<file path="config.mk">
export PLATFORM = sky130hd
export DESIGN_NAME = vga_frame_reader
export DESIGN_NICKNAME = d
export VERILOG_FILES = /design/src/rtl/vga_frame_reader.sv
export SDC_FILE = /design/constraint.sdc
export NUM_CORES = 1
export LEC_CHECK = 0
export BUFFER_PORTS_ARGS = -buffer_cell sky130_fd_sc_hd__buf_2
export CORE_MARGIN = 2
export CORE_UTILIZATION = 30
export DETAILED_ROUTE_END_ITERATION = 10
export PLACE_DENSITY = 0.52
export SKIP_CTS_REPAIR_TIMING = 1
export SYNTH_ARGS = -nofsm -noshare
export SYNTH_HDL_FRONTEND = slang
export SYNTH_SLANG_ARGS = --single-unit
</file>
<file path="constraint.sdc">
create_clock -name Clock -period 2.62 [get_ports Clock]
set_input_delay 0.524 -clock Clock [delete_from_list [all_inputs] [get_ports Clock]]
set_output_delay 0.524 -clock Clock [all_outputs]
set_load 0.05 [all_outputs]
</file>
<file path="src/rtl/vga_frame_reader.sv">
// -----------------------------------------------------------------------------
// vga_frame_reader
//   Display-side scanner for the video memory written by the MiniAlu core.
//   Generates VGA line/frame timing (640x480@60 Hz with the default parameters
//   and a 50 MHz clock) and reads the frame buffer in raster order.
//
// Ports:
//   Clock         in   system clock
//   Reset         in   asynchronous, active-low reset
//   iEnable       in   scan enable, honoured only at frame boundaries
//   oReadAddress  out  linear frame-buffer address (row*H_VISIBLE+col)
//   iReadData     in   {R,G,B} for oReadAddress, valid one edge after it changes
//   oVGA_RED/GREEN/BLUE out  1-bit colour, forced to 0 while blanking
//   oVGA_HSYNC    out  horizontal sync, active low
//   oVGA_VSYNC    out  vertical sync, active low
//   oVBlank       out  high outside the visible lines or while idle
//   oFrameStart   out  one-clock pulse when a frame begins
//
// Counters, address and oFrameStart update together; colour, syncs and
// oVBlank are registered one clock later so pins stay mutually aligned.
// -----------------------------------------------------------------------------
module vga_frame_reader #(
    parameter int H_VISIBLE        = 640,
    parameter int H_FRONT          = 16,
    parameter int H_SYNC           = 96,
    parameter int H_BACK           = 48,
    parameter int V_VISIBLE        = 480,
    parameter int V_FRONT          = 10,
    parameter int V_SYNC           = 2,
    parameter int V_BACK           = 33,
    parameter int CLOCKS_PER_PIXEL = 2,
    parameter int ADDR_WIDTH       = 24
) (
    input  logic                  Clock,
    input  logic                  Reset,
    input  logic                  iEnable,
    output logic [ADDR_WIDTH-1:0] oReadAddress,
    input  logic [2:0]            iReadData,
    output logic                  oVGA_RED,
    output logic                  oVGA_GREEN,
    output logic                  oVGA_BLUE,
    output logic                  oVGA_HSYNC,
    output logic                  oVGA_VSYNC,
    output logic                  oVBlank,
    output logic                  oFrameStart
);

    localparam int H_TOTAL = H_VISIBLE + H_FRONT + H_SYNC + H_BACK;
    localparam int V_TOTAL = V_VISIBLE + V_FRONT + V_SYNC + V_BACK;
    localparam int HW      = $clog2(H_TOTAL);
    localparam int VW      = $clog2(V_TOTAL);
    localparam int PW      = (CLOCKS_PER_PIXEL > 2) ? $clog2(CLOCKS_PER_PIXEL) : 1;

    localparam logic [HW-1:0] H_ZERO     = {HW{1'b0}};
    localparam logic [HW-1:0] H_ONE      = HW'(1'b1);
    localparam logic [HW-1:0] H_LAST     = HW'(H_TOTAL - 1);
    localparam logic [HW-1:0] H_VIS      = HW'(H_VISIBLE);
    localparam logic [HW-1:0] H_VIS_LAST = HW'(H_VISIBLE - 1);
    localparam logic [HW-1:0] HS_START   = HW'(H_VISIBLE + H_FRONT);
    localparam logic [HW-1:0] HS_END     = HW'(H_VISIBLE + H_FRONT + H_SYNC);

    localparam logic [VW-1:0] V_ZERO     = {VW{1'b0}};
    localparam logic [VW-1:0] V_ONE      = VW'(1'b1);
    localparam logic [VW-1:0] V_LAST     = VW'(V_TOTAL - 1);
    localparam logic [VW-1:0] V_VIS      = VW'(V_VISIBLE);
    localparam logic [VW-1:0] V_VIS_LAST = VW'(V_VISIBLE - 1);
    localparam logic [VW-1:0] VS_START   = VW'(V_VISIBLE + V_FRONT);
    localparam logic [VW-1:0] VS_END     = VW'(V_VISIBLE + V_FRONT + V_SYNC);

    localparam logic [PW-1:0] P_ZERO     = {PW{1'b0}};
    localparam logic [PW-1:0] P_ONE      = PW'(1'b1);
    localparam logic [PW-1:0] P_LAST     = PW'(CLOCKS_PER_PIXEL - 1);

    localparam logic [ADDR_WIDTH-1:0] A_ZERO = {ADDR_WIDTH{1'b0}};
    localparam logic [ADDR_WIDTH-1:0] A_ONE  = ADDR_WIDTH'(1'b1);

    typedef enum logic [0:0] {
        ST_IDLE   = 1'b0,
        ST_ACTIVE = 1'b1
    } state_t;

    state_t                  state_r;
    logic [PW-1:0]           phase_r;
    logic [HW-1:0]           hcount_r;
    logic [VW-1:0]           vcount_r;
    logic [ADDR_WIDTH-1:0]   addr_r;
    logic                    frame_start_r;

    logic                    red_r;
    logic                    green_r;
    logic                    blue_r;
    logic                    hsync_r;
    logic                    vsync_r;
    logic                    vblank_r;

    logic                    tick_s;
    logic                    eol_s;
    logic                    eof_s;
    logic                    visible_s;
    logic                    hsync_win_s;
    logic                    vsync_win_s;
    logic                    vblank_s;

    // Decode pixel tick, line/frame ends and the display windows from the counters.
    always_comb begin
        tick_s      = 1'b0;
        eol_s       = 1'b0;
        eof_s       = 1'b0;
        visible_s   = 1'b0;
        hsync_win_s = 1'b0;
        vsync_win_s = 1'b0;
        vblank_s    = 1'b1;
        if (state_r == ST_ACTIVE) begin
            tick_s      = (phase_r == P_LAST);
            eol_s       = (hcount_r == H_LAST);
            eof_s       = (hcount_r == H_LAST) && (vcount_r == V_LAST);
            visible_s   = (hcount_r < H_VIS) && (vcount_r < V_VIS);
            hsync_win_s = (hcount_r >= HS_START) && (hcount_r < HS_END);
            vsync_win_s = (vcount_r >= VS_START) && (vcount_r < VS_END);
            vblank_s    = (vcount_r >= V_VIS);
        end else begin
            tick_s      = 1'b0;
        end
    end

    // Scan FSM: phase/pixel/line counters, incremental read address, frame-start pulse.
    always_ff @(posedge Clock or negedge Reset) begin
        if (!Reset) begin
            state_r       <= ST_IDLE;
            phase_r       <= P_ZERO;
            hcount_r      <= H_ZERO;
            vcount_r      <= V_ZERO;
            addr_r        <= A_ZERO;
            frame_start_r <= 1'b0;
        end else begin
            frame_start_r <= 1'b0;
            case (state_r)
                ST_IDLE: begin
                    phase_r  <= P_ZERO;
                    hcount_r <= H_ZERO;
                    vcount_r <= V_ZERO;
                    addr_r   <= A_ZERO;
                    if (iEnable) begin
                        state_r       <= ST_ACTIVE;
                        frame_start_r <= 1'b1;
                    end else begin
                        state_r       <= ST_IDLE;
                    end
                end
                ST_ACTIVE: begin
                    if (tick_s) begin
                        phase_r <= P_ZERO;
                        if (eol_s) begin
                            hcount_r <= H_ZERO;
                            if (eof_s) begin
                                vcount_r <= V_ZERO;
                                addr_r   <= A_ZERO;
                                if (iEnable) begin
                                    frame_start_r <= 1'b1;
                                end else begin
                                    state_r <= ST_IDLE;
                                end
                            end else begin
                                vcount_r <= vcount_r + V_ONE;
                                // Column 0 of the next line directly follows the
                                // last column of this one in memory.
                                if (vcount_r < V_VIS_LAST) begin
                                    addr_r <= addr_r + A_ONE;
                                end else begin
                                    addr_r <= addr_r;
                                end
                            end
                        end else begin
                            hcount_r <= hcount_r + H_ONE;
                            if ((hcount_r < H_VIS_LAST) && (vcount_r < V_VIS)) begin
                                addr_r <= addr_r + A_ONE;
                            end else begin
                                addr_r <= addr_r;
                            end
                        end
                    end else begin
                        phase_r <= phase_r + P_ONE;
                    end
                end
                default: begin
                    state_r  <= ST_IDLE;
                    phase_r  <= P_ZERO;
                    hcount_r <= H_ZERO;
                    vcount_r <= V_ZERO;
                    addr_r   <= A_ZERO;
                end
            endcase
        end
    end

    // Output stage: one clock behind the counters, which also gives memory its read cycle.
    always_ff @(posedge Clock or negedge Reset) begin
        if (!Reset) begin
            red_r    <= 1'b0;
            green_r  <= 1'b0;
            blue_r   <= 1'b0;
            hsync_r  <= 1'b1;
            vsync_r  <= 1'b1;
            vblank_r <= 1'b1;
        end else begin
            red_r    <= visible_s & iReadData[2];
            green_r  <= visible_s & iReadData[1];
            blue_r   <= visible_s & iReadData[0];
            hsync_r  <= ~hsync_win_s;
            vsync_r  <= ~vsync_win_s;
            vblank_r <= vblank_s;
        end
    end

    assign oReadAddress = addr_r;
    assign oFrameStart  = frame_start_r;
    assign oVGA_RED     = red_r;
    assign oVGA_GREEN   = green_r;
    assign oVGA_BLUE    = blue_r;
    assign oVGA_HSYNC   = hsync_r;
    assign oVGA_VSYNC   = vsync_r;
    assign oVBlank      = vblank_r;

endmodule

</file>
==> results.toml <==
[run_status]
outcome = "finished clean"

[power]
worst_ir_drop_vdd_uv = 199
p_int_uw = 1040
netSwitchingFraction = 0.218
pwr-share-comb = 0.027
p_per_area_nw_per_um2 = 386
power.net_switching_uw = 290
seq_power_share = 0.617
report.power.total_uw = 1330
p_leak_uw = 0.00155
power_frac_clock = 0.356

[clock_tree]
cts_max_level = 2
clkSlewWorstSetupHoldPaths_ns = 0.09
cts-root-to-sink-buffers = 2
clkSinkCount = 53
clk-insertion-delay-late_ns = 0.30
clk_root_buffer_cell = "sky130_fd_sc_hd__clkbuf_8"
tritoncts.num_buffers = 5
tritoncts = "done"

[critical_path]
path_class = "reg -> reg"
crit_arrival_ns = 2.56
crit_required_ns = 2.81
worstSetupEndpointType = "flip-flop"
max_stage_delay_cell_worst_path = "sky130_fd_sc_hd__dfrtp_1"
critical_path.startpoint_type = "flip-flop"
critical-path-max-stage-delay_ns = 0.44
reg2reg_depth = 7
crit-reg2reg-launch = "hcount_r[0]$_DFFE_PN0P_"
worstPathMaxFanout = 25
path_cells = "ha_1, nand4b_2, nor3_2, nor4bb_4, buf_4, or4b_4, o22ai_1"
regToRegSetupSlack_ns = 0.25
worst_r2r_endpoint = "oReadAddress[20]$_DFFE_PN0P_"

[timing]
fin_setup_tns_ns = 0
timing_worst_slew_pin_value_ns = 0.684
finalCritPeriodShare = 0.905
setup_viol = 0
max_clock_freq_mhz = 422
fin_worst_skew_ns = 0.00593
final_critical_path_setup_slack_ns = 0.249
slew_headroom = 0.544
rsz0062_at_grt = "no"
hold_violations = 0
period_needed_ns = 2.37
slew_viol_final = 0

[floorplan]
num_rows = 36
initial_utilization = 0.306
floorplan.core_area_um2 = 9640
top_level_ports = 37
die_outline_area_um2 = 10600
die_y_um = 103
die_w_um = 103

[place]
placement.io_buffers = 36
place_area_um2 = 3360
gp_congestion = 0.796
hpwlAfterDp_um = 4800
dpl_worst_slack_ns = 0.269

[synthesis]
netlist_instances = 308
post_synth_num_cell_types = 49
yosys_register_bits = 53
synth_enable_flop_cells = 0
synth.avg_cell_area_um2 = 9.58
synthesis.area_um2 = 2950
yosysWarnings = 0
asyncSetResetFlopFracSynth = 1.00
synth_top_flop_cell = "sky130_fd_sc_hd__dfrtp_1"
synthesis.nets = 320
synth.yosys.seq_area_share = 0.451

[global_route]
grt_start_max_net_pins = 29
antenna_found_initial = 0
grt_remaining_overflow = 0
via_count_of_the_first_global_routing_pass = 2326
track_usage = 0.138
grt_first_pass_wirelength_um = 11800

[route]
drt-pass1-iter-count = 5
routed_via_density = 5.08
drtAntennaViolNets = 0
drt-total-wl_um = 6960
drt-wirelength-per-cell_um = 14.4
detail_route.iter0.violations = 131
detailroute.via_count = 2450
route.detailed.drc = 0

[final_layout]
insertedDiodeCount = 0
finalInstanceArea_um2 = 3440
area.growth.synth_to_final_pct = 16.7
drive_gt1_frac = 0.203
layout.nets = 361

[hold_path]
hold_path_class = "in -> async"

[run]
drv_cap = 0
-- synthesized netlist by cell type (5+ instances only) --
library cell	number	area (µm²)
sky130_fd_sc_hd__nand3_1	16	80.1
sky130_fd_sc_hd__buf_2	11	55.1
sky130_fd_sc_hd__ha_1	6	75.1
sky130_fd_sc_hd__a22o_1	12	105
sky130_fd_sc_hd__dfrtp_1	50	1250
sky130_fd_sc_hd__nor3_1	6	30.0
sky130_fd_sc_hd__inv_1	16	60.1
sky130_fd_sc_hd__and2_1	5	31.3
sky130_fd_sc_hd__nor2_1	32	120
sky130_fd_sc_hd__nand2_1	29	109
sky130_fd_sc_hd__a211o_1	13	114
sky130_fd_sc_hd__a211oi_1	10	75.1
sky130_fd_sc_hd__o21ai_0	12	60.1
sky130_fd_sc_hd__o2bb2ai_1	7	61.3
sky130_fd_sc_hd__xor2_1	5	43.8
sky130_fd_sc_hd__nand4_1	11	68.8
sky130_fd_sc_hd__xnor2_1	5	43.8
sky130_fd_sc_hd__and3_1	11	68.8
-- flip-flops by register name (all words and copies together), names as in the netlist --
signal	count
phase_r	1
oVGA_RED	1
oVBlank	1
oVGA_VSYNC	1
state_r	1
oFrameStart	1
oVGA_HSYNC	1
vcount_r	10
oVGA_GREEN	1
hcount_r	10
oReadAddress	24
oVGA_BLUE	1
-- power by group through the flow --
| stage | clock [µW] | sequential (µW) | combinational (µW) |
|---|---|---|---|
| 3_3_place_gp | 0 | 836 | 37.6 |
| 3_5_place_dp | 0 | 836 | 38.0 |
| 2_1_floorplan | 0 | 845 | 1.71 |
| 5_1_grt | 528 | 821 | 41.6 |
| 4_1_cts | 498 | 820 | 37.9 |
| 6_report | 473 | 820 | 36.0 |
-- critical path: cells and delay by family, from the launching register on --
family	cells	cell delay, ns
AO/OA/AOI/OAI	1	0.06
adder cells (fa/ha/maj)	1	0.26
buffers and inverters	1	0.34
flip-flops	1	0.44
AND/OR/NAND/NOR	4	1.15
-- worst max-delay path by stage --
stage | start | end | slack, ns | cells after the start
after CTS | hcount_r[0]$_DFFE_PN0P_ | oReadAddress[22]$_DFFE_PN0P_ | 0.25 | 7
after detailed placement | hcount_r[0]$_DFFE_PN0P_ | oReadAddress[22]$_DFFE_PN0P_ | 0.27 | 7
after global placement | vcount_r[0]$_DFFE_PN0P_ | oReadAddress[17]$_DFFE_PN0P_ | 0.30 | 7
final | hcount_r[0]$_DFFE_PN0P_ | oReadAddress[20]$_DFFE_PN0P_ | 0.25 | 7
after global routing | vcount_r[0]$_DFFE_PN0P_ | oReadAddress[10]$_DFFE_PN0P_ | 0.07 | 7
after floorplan | oReadAddress[0]$_DFFE_PN0P_ | oReadAddress[16]$_DFFE_PN0P_ | 0.22 | 6
-- through the flow --
stage	instances	util	hold slack [ns]
global route	482	0.357	0.286
detailed placement	475	0.348	0.525
finish	482	0.357	0.256
CTS	482	0.357	0.258
global placement	475	0.348	0.522
floorplan	308	-	0.228
-- kinds of logic (layout without fill, tap and decap cells) --
group | Yosys count | count (layout) | share of synthesized area
AND/OR/NAND/NOR | 136 | 136 | 0.245
buffers and inverters | 31 | 72 | 0.0441
adder cells (fa/ha/maj) | 6 | 6 | 0.0254
AO/OA/AOI/OAI | 69 | 69 | 0.194
multiplexers | 3 | 3 | 0.0106
XOR/XNOR | 10 | 10 | 0.0297
flip-flops | 53 | 53 | 0.451
-- layer usage --
| metal | GRT usage | vias to the layer above | share of wire |
|---|---|---|---|
| li1 | - | 1207 | - |
| met1 | 0.212 | 1200 | 0.52 |
| met2 | 0.202 | 39 | 0.45 |
| met3 | 0.0188 | 4 | 0.026 |
| met4 | 0.0374 | 0 | 0.0079 |
| met5 | 0 | - | 0 |
-- final cells by class --
class | count | area, µm²
Fill cell | 1045 | 6190
Multi-Input combinational cell | 224 | 1520
Timing Repair Buffer | 48 | 283
Sequential cell | 53 | 1330
Tap cell | 133 | 166
Inverter | 17 | 63.8
Clock buffer | 7 | 86.3
-- cell usage in the layout, fill, tap and decap left out, drive strengths merged, types with 3 or more instances in the layout --
master / Yosys / routed
o21ai: 12 / 12
xor2: 5 / 5
a211o: 13 / 13
a22o: 12 / 12
or3: 4 / 4
ha: 6 / 6
dfrtp: 50 / 50
inv: 17 / 17
nand3: 16 / 16
buf: 11 / 48
nor2: 32 / 32
xnor2: 5 / 5
nand2b: 3 / 3
nor4: 3 / 3
nand2: 29 / 29
and4: 3 / 3
and3: 11 / 11
o22ai: 3 / 3
clkbuf: 3 / 7
nor3: 7 / 7
and2: 5 / 5
a211oi: 10 / 10
o31ai: 3 / 3
dfstp: 3 / 3
o2bb2ai: 7 / 7
nand4: 11 / 11
Note: power is estimated with default switching activity, not from simulation.
